[src/rtl/lcm_pkg.sv]
// Shared types and constants for the iterative GCD/LCM engine.
package lcm_pkg;

  typedef enum logic [1:0] {
    IDLE = 2'd0,
    RUN  = 2'd1,
    DONE = 2'd2
  } state_t;

  localparam logic MODE_GCD = 1'b0;
  localparam logic MODE_LCM = 1'b1;

endpackage

[src/rtl/lcm_gcd_unit.sv]
// Iterative GCD/LCM engine: subtractive GCD or additive LCM on one shared
// comparator and one add/sub unit, with start/done handshake, overflow flag
// and a saturating iteration counter.
module lcm_gcd_unit
  import lcm_pkg::*;
#(
  parameter int unsigned WIDTH = 32,
  parameter int unsigned CNT_W = 16
) (
  input  logic             clk,
  input  logic             rst,
  input  logic             start,
  input  logic             mode,
  input  logic [WIDTH-1:0] a,
  input  logic [WIDTH-1:0] b,
  output logic             ready,
  output logic             busy,
  output logic             done,
  output logic [WIDTH-1:0] result,
  output logic             ovf,
  output logic [CNT_W-1:0] iter_count
);

  state_t state_q, state_d;

  logic [WIDTH-1:0] ra_q, rb_q, ma_q, mb_q;
  logic             md_q;
  logic [CNT_W-1:0] iter_q;

  logic             accept;
  logic             zero_op, eq, lt, upd_a, is_gcd, carry, term;
  logic [WIDTH-1:0] op_x, op_y;
  logic [WIDTH:0]   sum;

  assign accept = start && ready;
  assign is_gcd = (md_q == MODE_GCD);

  // Shared comparator and add/sub datapath
  always_comb begin
    zero_op = (ra_q == '0) || (rb_q == '0);
    eq      = (ma_q == mb_q);
    lt      = (ma_q < mb_q);
    // GCD shrinks the larger value; LCM grows the smaller one
    upd_a   = is_gcd ? !lt : lt;
    op_x    = upd_a ? ma_q : mb_q;
    if (is_gcd) begin
      op_y = upd_a ? mb_q : ma_q;
      sum  = {1'b0, op_x} - {1'b0, op_y};
    end else begin
      op_y = upd_a ? ra_q : rb_q;
      sum  = {1'b0, op_x} + {1'b0, op_y};
    end
    carry = !is_gcd && sum[WIDTH];
    term  = zero_op || eq || carry;
  end

  // State register
  always_ff @(posedge clk) begin
    if (rst) state_q <= IDLE;
    else     state_q <= state_d;
  end

  // Next-state logic
  always_comb begin
    state_d = state_q;
    unique case (state_q)
      IDLE:    if (start) state_d = RUN;
      RUN:     if (term) state_d = DONE;
      DONE:    state_d = start ? RUN : IDLE;
      default: state_d = IDLE;
    endcase
  end

  // Status outputs decoded from state
  always_comb begin
    ready = (state_q == IDLE) || (state_q == DONE);
    busy  = (state_q == RUN);
  end

  // Operand registers, iteration counter and registered results
  always_ff @(posedge clk) begin
    if (rst) begin
      ra_q       <= '0;
      rb_q       <= '0;
      ma_q       <= '0;
      mb_q       <= '0;
      md_q       <= MODE_GCD;
      iter_q     <= '0;
      done       <= 1'b0;
      result     <= '0;
      ovf        <= 1'b0;
      iter_count <= '0;
    end else begin
      done <= 1'b0;
      if (accept) begin
        ra_q       <= a;
        rb_q       <= b;
        ma_q       <= a;
        mb_q       <= b;
        md_q       <= mode;
        iter_q     <= '0;
        ovf        <= 1'b0;
        result     <= '0;
        iter_count <= '0;
      end else if (state_q == RUN) begin
        if (zero_op) begin
          result     <= is_gcd ? (ra_q | rb_q) : '0;
          iter_count <= iter_q;
          done       <= 1'b1;
        end else if (eq) begin
          result     <= ma_q;
          iter_count <= iter_q;
          done       <= 1'b1;
        end else if (carry) begin
          ovf        <= 1'b1;
          result     <= '0;
          iter_count <= iter_q;
          done       <= 1'b1;
        end else begin
          if (upd_a) ma_q <= sum[WIDTH-1:0];
          else       mb_q <= sum[WIDTH-1:0];
          if (iter_q != '1) iter_q <= iter_q + CNT_W'(1);
        end
      end
    end
  end

endmodule

[config.mk]
export PLATFORM = sky130hd
export DESIGN_NAME = lcm_gcd_unit
export DESIGN_NICKNAME = d
export VERILOG_FILES = /design/src/rtl/lcm_pkg.sv /design/src/rtl/lcm_gcd_unit.sv
export SDC_FILE = /design/constraint.sdc
export NUM_CORES = 1
export LEC_CHECK = 0
export CAP_MARGIN = 20
export CELL_PAD_IN_SITES_DETAIL_PLACEMENT = 2
export CELL_PAD_IN_SITES_GLOBAL_PLACEMENT = 2
export CORE_UTILIZATION = 31
export CTS_CLUSTER_SIZE = 12
export DETAILED_ROUTE_END_ITERATION = 8
export PLACE_DENSITY_LB_ADDON = 0.2
export SETUP_SLACK_MARGIN = 0.4
export SLEW_MARGIN = 5
export SYNTH_ARGS = -nofsm -noshare
export SYNTH_HDL_FRONTEND = slang
export SYNTH_SLANG_ARGS = --single-unit
[constraint.sdc]
create_clock -name clk -period 6.3 [get_ports clk]
set_input_delay 1.26 -clock clk [delete_from_list [all_inputs] [get_ports clk]]
set_output_delay 1.26 -clock clk [all_outputs]
set_load 0.005 [all_outputs]
==> results of run 1 <==
[area by class of cell]
class | instances | share of cell area [%]
clock buffers | 18 | 2.26
well taps | 532 | 3.43
repair buffers | 365 | 19.0
flip-flops and latches | 197 | 20.5
clock inverters | 14 | 0.973
inverters | 59 | 1.19
multi-input cells | 1348 | 52.6
[cells by family after synthesis]
family	Yosys count	synth area share, %
muxes	68	5.93
AOI/OAI and AO/OA	534	25.8
xor gates and xnor gates	54	3.68
adders and majority gates	67	6.48
buffers and inverters	175	5.31
and+or+nand+nor	625	22.6
DFF	197	30.2
[per-layer routing]
metal	up-vias	part of all wire, %	global-route usage, %	wire length [µm]
li1	6887	-	-	-
met1	8129	41	40.3	32200
met2	643	47	54.1	36900
met3	259	5.5	4.43	4280
met4	0	6.3	15.5	4910
met5	-	0	0	0
[cells in the final DEF, fill, tap and decap left out, types with 15 or more instances in the layout]
cell and n:
nor4_1 29, a21oi_2 24, ha_1 46, dfxtp_2 17, o21ai_2 16, clkdlybuf4s50_1 118, a211oi_2 38, a21o_1 16
nor3_4 15, nor2_1 131, nand4_1 20, a31oi_1 24, inv_1 42, nor3_1 41, buf_4 181, buf_6 24
mux2_2 15, o21ai_0 57, mux2i_1 41, a211oi_1 29, clkbuf_16 20, or3_1 16, buf_12 22, nand2_1 232
dfxtp_1 178, nand3_1 37, ha_4 19, o31ai_4 15, a21oi_1 187, xnor2_1 44, nor3_2 15
[final timing paths]
check	endpoint	cells after the start	slack, ns	startpoint
min reg2reg	iter_count[2]	2	0.47	iter_count[2]
max reg2reg	iter_count[12]	28	-0.48	ma_q[30]
max	iter_count[12]	28	-0.48	ma_q[30]
min	iter_count[2]	2	0.47	iter_count[2]
[stage by stage]
step	worst slack (ns)	cells	hold slack (ns)	instance area, µm²	setup TNS, ns
after CTS	0.266	2509	0.476	18100	0
after detailed placement	-0.497	2438	0.463	16200	-19.32
final	-0.476	2533	0.473	19400	-40.04
after floorplan	0.356	1720	0.453	13400	0
after global placement	-0.294	2438	0.456	16200	-2.12
after global routing	-0.506	2533	0.501	19400	-49.22
[Yosys cell counts, drive strengths merged, types with 16 or more instances]
cell and count:
nor2 140, nor3 71, o31ai 33, nand3 42, or3 17, nand2 239
buf 31, a31oi 29, mux2i 47, clkbuf 85, a21o 16, o21ai 92
a21oi 214, a211oi 68, inv 59, a221oi 17, nand4 20, nor4 36
or4 22, dfxtp 197, xnor2 46, ha 66
[worst max-delay path: cells and delay by family (launching register included)]
kind / cells / cell delay, ns
AOI/OAI and AO/OA: 10 / 2.15
xor gates and xnor gates: 1 / 0.23
buffers and inverters: 7 / 1.21
muxes: 2 / 0.35
and+or+nand+nor: 5 / 1.39
adders and majority gates: 3 / 0.85
DFF: 1 / 0.44
[repair_timing]
action,4_1_cts,5_1_grt
pin swaps,81,88
buffers inserted,29,19
hold endpoints to repair,0,0
gates resized for setup,185,208
cloned,10,4
setup endpoints to repair,132,132
[state kept, by name, indices dropped and copies added (netlist names)]
register / count
rb_q: 32
ovf: 1
state_q: 2
ma_q: 32
ra_q: 32
md_q: 1
iter_count: 16
done: 1
iter_q: 16
mb_q: 32
result: 32
==> results.tsv, run 1 <==
stage	metric	value	unit
drt	ANT nets after route	0	
synthesis	sequential area share after synthesis	30.2	%
final_layout	storage element area	0.00397	mm²
synthesis	Synth Instances	1720	
clocking	CTS tree	yes	
synthesis	Netlist cell types	77	
final_layout	multi-input logic area	0.0102	mm²
drt	wire per inst	30.9	µm
critical_path	worst path arrival time	7.17	ns
grt	total grt overflow	0	
critical_path	crit-path max FO	6	
critical_path	Critical Path Max Stage Delay	0.53	ns
final_layout	area delta synth->final	48.6	%
final_layout	share of cells above drive strength 1	30.1	%
synthesis	asr flop ratio synth	0	%
critical_path	CP Launch Type	flop	
clocking	clock slew at reported path FFs	0.09	ns
synthesis	post-synthesis register bit count	197	
die	Die Span Y	207	µm
drt	Vias	15900	
clocking	CTS Sinks	197	
placement	IO buf count	119	
grt	All-Layer GR Usage	32.1	%
synthesis	Syn Area/Cell	7.59	µm²
drt	Iter 0 DRT Violations	1038	
final_layout	fill count	4410	
critical_path	most used cell, CP	buf_4	
clocking	Max clock buf depth	2	
timing	RSZ-0062 raised after global routing	true	
final_layout	Nets	2123	
timing	Worst Max-Slew Pin Slew	1.31	ns
timing	max frequency	0.148	GHz
grt	largest net degree at the start of global routing	62	
timing	Final setup viols	132	
die	io pins	120	
grt	vias in the first global route	16400	
final_layout	final cell utilization of the core	47.1	%
outcome	status	finished, violations left	
hold_path	Hold Crit Class	reg2reg	
die	Rows	74	
timing	final worst-path cycle share	108	%
die	starting density of the core	31.7	%
critical_path	CP max stage cell	or4_4	
synthesis	Synth top area share	30.2	%
timing	max-slew violation count	0	
timing	final hold violation count	0	
synthesis	YS warnings	0	
die	Die Span X	207	µm
grt	first-pass GRT wire length	105000	µm
critical_path	data required time of the critical path	6.69	ns
outcome	failing checks	negative setup slack	
clocking	TritonCTS Buffers	17	
placement	RD Place Congestion	0.917	
synthesis	Synth Flop Type	dfxtp_1	
drt	drt via density	6.28	
drt	drt drc	0	
grt	initial antenna violation count	1	
synthesis	syn nets	1855	
drt	Pre-antenna DRT Iters	5	
synthesis	Post-synth EDFFs	0	
drt	total wire length	78300	µm
timing	Worst Clk Skew	0.0195	ns
placement	post-DP HPWL	48100	µm
synthesis	Area contributors post-synth	dfxtp_1 (30%), a21oi_1 (8.2%), nand2_1 (6.9%)	
critical_path	element type at the critical path end	flop	
timing	Final Critical Period	6.78	ns
synthesis	Mapped Area	0.0131	mm²
critical_path	WS Path Type	reg2reg	
final_layout	n_diodes	0	
clocking	Root Buffer	clkbuf_16	
synthesis	cell taking the most area after synthesis	dfxtp_1	
timing	Final Worst Setup Slack	-0.476	ns
clocking	hold_buf cts	0	
clocking	H-tree levels	4	
die	Core Region	0.0412	mm²
timing	Slew headroom	12.6	%
die	DIE AREA	0.0430	mm²
clocking	Skew-Pair Late Insertion Delay	0.52	ns
job	Max-Cap Viols	0	
Power of run 1 is left out: the tool's default activity adds up to more than one toggle a clock period on the data nets, which glitch-free logic cannot reach.
==> run 2, diff against run 1 <==
--- a/config.mk
+++ b/config.mk
@@ -6,11 +6,12 @@
 export NUM_CORES = 1
 export LEC_CHECK = 0
 export CAP_MARGIN = 20
-export CELL_PAD_IN_SITES_DETAIL_PLACEMENT = 2
-export CELL_PAD_IN_SITES_GLOBAL_PLACEMENT = 2
-export CORE_UTILIZATION = 31
+export CELL_PAD_IN_SITES_DETAIL_PLACEMENT = 0
+export CELL_PAD_IN_SITES_GLOBAL_PLACEMENT = 1
+export CORE_UTILIZATION = 42
 export CTS_CLUSTER_SIZE = 12
 export DETAILED_ROUTE_END_ITERATION = 8
+export DONT_BUFFER_PORTS = 1
 export PLACE_DENSITY_LB_ADDON = 0.2
 export SETUP_SLACK_MARGIN = 0.4
 export SLEW_MARGIN = 5
==> results.tsv, run 2 (same netlist as run 1, synthesis figures left out) <==
stage	metric	value	unit	change
hold_path	WHS Endpoint	mb_q[20]		was iter_count[2]
die	DIE AREA	0.0318	mm²	was 0.0430 mm²
drt	wire per inst	24.5	µm	was 30.9 µm
die	Die Span Y	178	µm	was 207 µm
timing	Worst Max-Slew Pin Slew	1.07	ns	was 1.31 ns
critical_path	reg-to-reg startpoint	mb_q[26]		was ma_q[30]
timing	Final setup viols	0		was 132
die	Core Region	0.0306	mm²	was 0.0412 mm²
critical_path	Reg2Reg Depth	28		unchanged
final_layout	Nets	1943		was 2123
clocking	clock slew at reported path FFs	0.08	ns	was 0.09 ns
placement	RD Place Congestion	0.975		was 0.917
final_layout	commonest non-fill, non-tap cell in the layout	nand2_1		unchanged
drt	Pre-antenna DRT Iters	6		was 5
timing	max-slew violation count	0		unchanged
clocking	Max clock buf depth	2		unchanged
clocking	H-tree levels	4		unchanged
grt	first-pass GRT wire length	79800	µm	was 105000 µm
critical_path	CP max stage cell	and4bb_2		was or4_4
timing	final worst-path cycle share	96.2	%	was 108%
grt	All-Layer GR Usage	33.5	%	was 32.1%
clocking	CTS Sinks	197		unchanged
clocking	TritonCTS Buffers	17		unchanged
drt	Top Metal Used	met4		unchanged
grt	initial antenna violation count	0		was 1
outcome	status	completed		was finished, violations left
clocking	CTS tree	yes		unchanged
final_layout	n_diodes	0		unchanged
critical_path	reg2reg end	mb_q[26]		was iter_count[12]
timing	Final Critical Period	6.06	ns	was 6.78 ns
timing	Worst Clk Skew	0.0146	ns	was 0.0195 ns
drt	drt drc	0		unchanged
hold_path	Hold Crit Start	mb_q[20]		was iter_count[2]
critical_path	Critical Path Max Stage Delay	0.43	ns	was 0.53 ns
clocking	Root Buffer	clkbuf_16		unchanged
timing	RSZ-0062 raised after global routing	true		unchanged
drt	met3 wire length	3720	µm	was 4280 µm
critical_path	crit-path max FO	13		was 6
timing	Slew headroom	28.8	%	was 12.6%
drt	Met1 Wirelength	24100	µm	was 32200 µm
final_layout	area delta synth->final	25.5	%	was 48.6%
final_layout	final cell utilization of the core	53.6	%	was 47.1%
drt	total wire length	54300	µm	was 78300 µm
drt	drt via density	6.33		was 6.28
drt	met2 WL	24400	µm	was 36900 µm
critical_path	WS Path Type	reg2reg		unchanged
die	io pins	120		unchanged
grt	largest net degree at the start of global routing	119		was 62
critical_path	CP Buf/Inv Count	9		was 7
grt	vias in the first global route	13000		was 16400
placement	IO buf count	0		was 119
critical_path	FF-to-FF setup slack	0.24	ns	was -0.48 ns
timing	final hold violation count	0		unchanged
hold_path	WHS Path Cells	2		unchanged
critical_path	worst path arrival time	6.43	ns	was 7.17 ns
die	Die Span X	178	µm	was 207 µm
critical_path	data required time of the critical path	6.67	ns	was 6.69 ns
final_layout	share of cells above drive strength 1	23.6	%	was 30.1%
drt	Vias	14000		was 15900
critical_path	element type at the critical path end	flop		unchanged
drt	Iter 0 DRT Violations	1227		was 1038
die	starting density of the core	42.7	%	was 31.7%
placement	post-DP HPWL	38300	µm	was 48100 µm
final_layout	fill count	3004		was 4410
drt	ANT nets after route	0		unchanged
job	Max-Cap Viols	0		unchanged
die	Rows	64		was 74
critical_path	Top delay family on crit path	compound AO/OA/AOI/OAI gates		unchanged
final_layout	most frequent cells in the layout	nand2_1 (233), a21oi_1 (196), dfxtp_1 (173), buf_4 (151), nor2_1 (133)		was nand2_1 (232), a21oi_1 (187), buf_4 (181), dfxtp_1 (178), nor2_1 (131)
clocking	Skew-Pair Late Insertion Delay	0.48	ns	was 0.52 ns
grt	total grt overflow	0		unchanged
critical_path	CP Launch Type	flop		unchanged
timing	max frequency	0.165	GHz	was 0.148 GHz
hold_path	Hold Crit Class	reg2reg		unchanged
## run 2: changes by cell type in the layout (fill, tap and decap cells not counted), sizes merged
cell           delta
buf              -62
bufbuf            +1
bufinv            +1
clkdlybuf4s50   -118
clkinvlp          -2
## run 2: layout make-up
cell class	instances	area [µm²]	share of cell area (%)
clock buffer	19	433	2.64
clock inverter	13	190	1.16
inverter	59	224	1.37
multi-input combinational	1348	9340	57.0
sequential	197	3980	24.3
tap	396	495	3.02
timing repair buffer	185	1720	10.5
## run 2: worst max path at each step
stage / endpoint / start / depth (start not counted)
after global routing: mb_q[26] / mb_q[26] / 28
after CTS: mb_q[7] / mb_q[27] / 29
after global placement: ma_q[27] / mb_q[13] / 28
after floorplan: result[18] / mb_q[15] / 30
final: mb_q[26] / mb_q[26] / 28
after detailed placement: mb_q[7] / mb_q[13] / 28
## run 2: timing repair
action / 4_1_cts / 5_1_grt
hold buffers: 0 / 0
setup buffers: 28 / 15
gates resized for setup: 85 / 85
gates cloned: 3 / 2
pin swaps: 42 / 46
endpoints found under the setup margin: 132 / 132
## run 2: routing by layer
layer  vias up  track usage (%)
li1       6519                -
met1      6839             45.6
met2       575             51.6
met3       101             5.41
met4         0             15.3
met5         -                0
## run 2: metrics by stage
step / setup WS, ns / area [µm²] / hold slack (ns) / setup TNS, ns / cells
after floorplan: 0.356 / 13400 / 0.453 / 0 / 1720
after global placement: 0.0326 / 14500 / 0.463 / 0 / 2136
after detailed placement: -0.130 / 14500 / 0.472 / -2.49 / 2136
after CTS: 0.384 / 15800 / 0.479 / 0 / 2199
after global routing: 0.0912 / 16400 / 0.510 / 0 / 2217
final: 0.240 / 16400 / 0.486 / 0 / 2217
## run 2: tightest hold or removal path, stage by stage, from the launching register on
cell	delay, ns
dfxtp_2	0.33
nand3_1	0.06
a21oi_1	0.06
Power of run 2 is left out for the same reason.
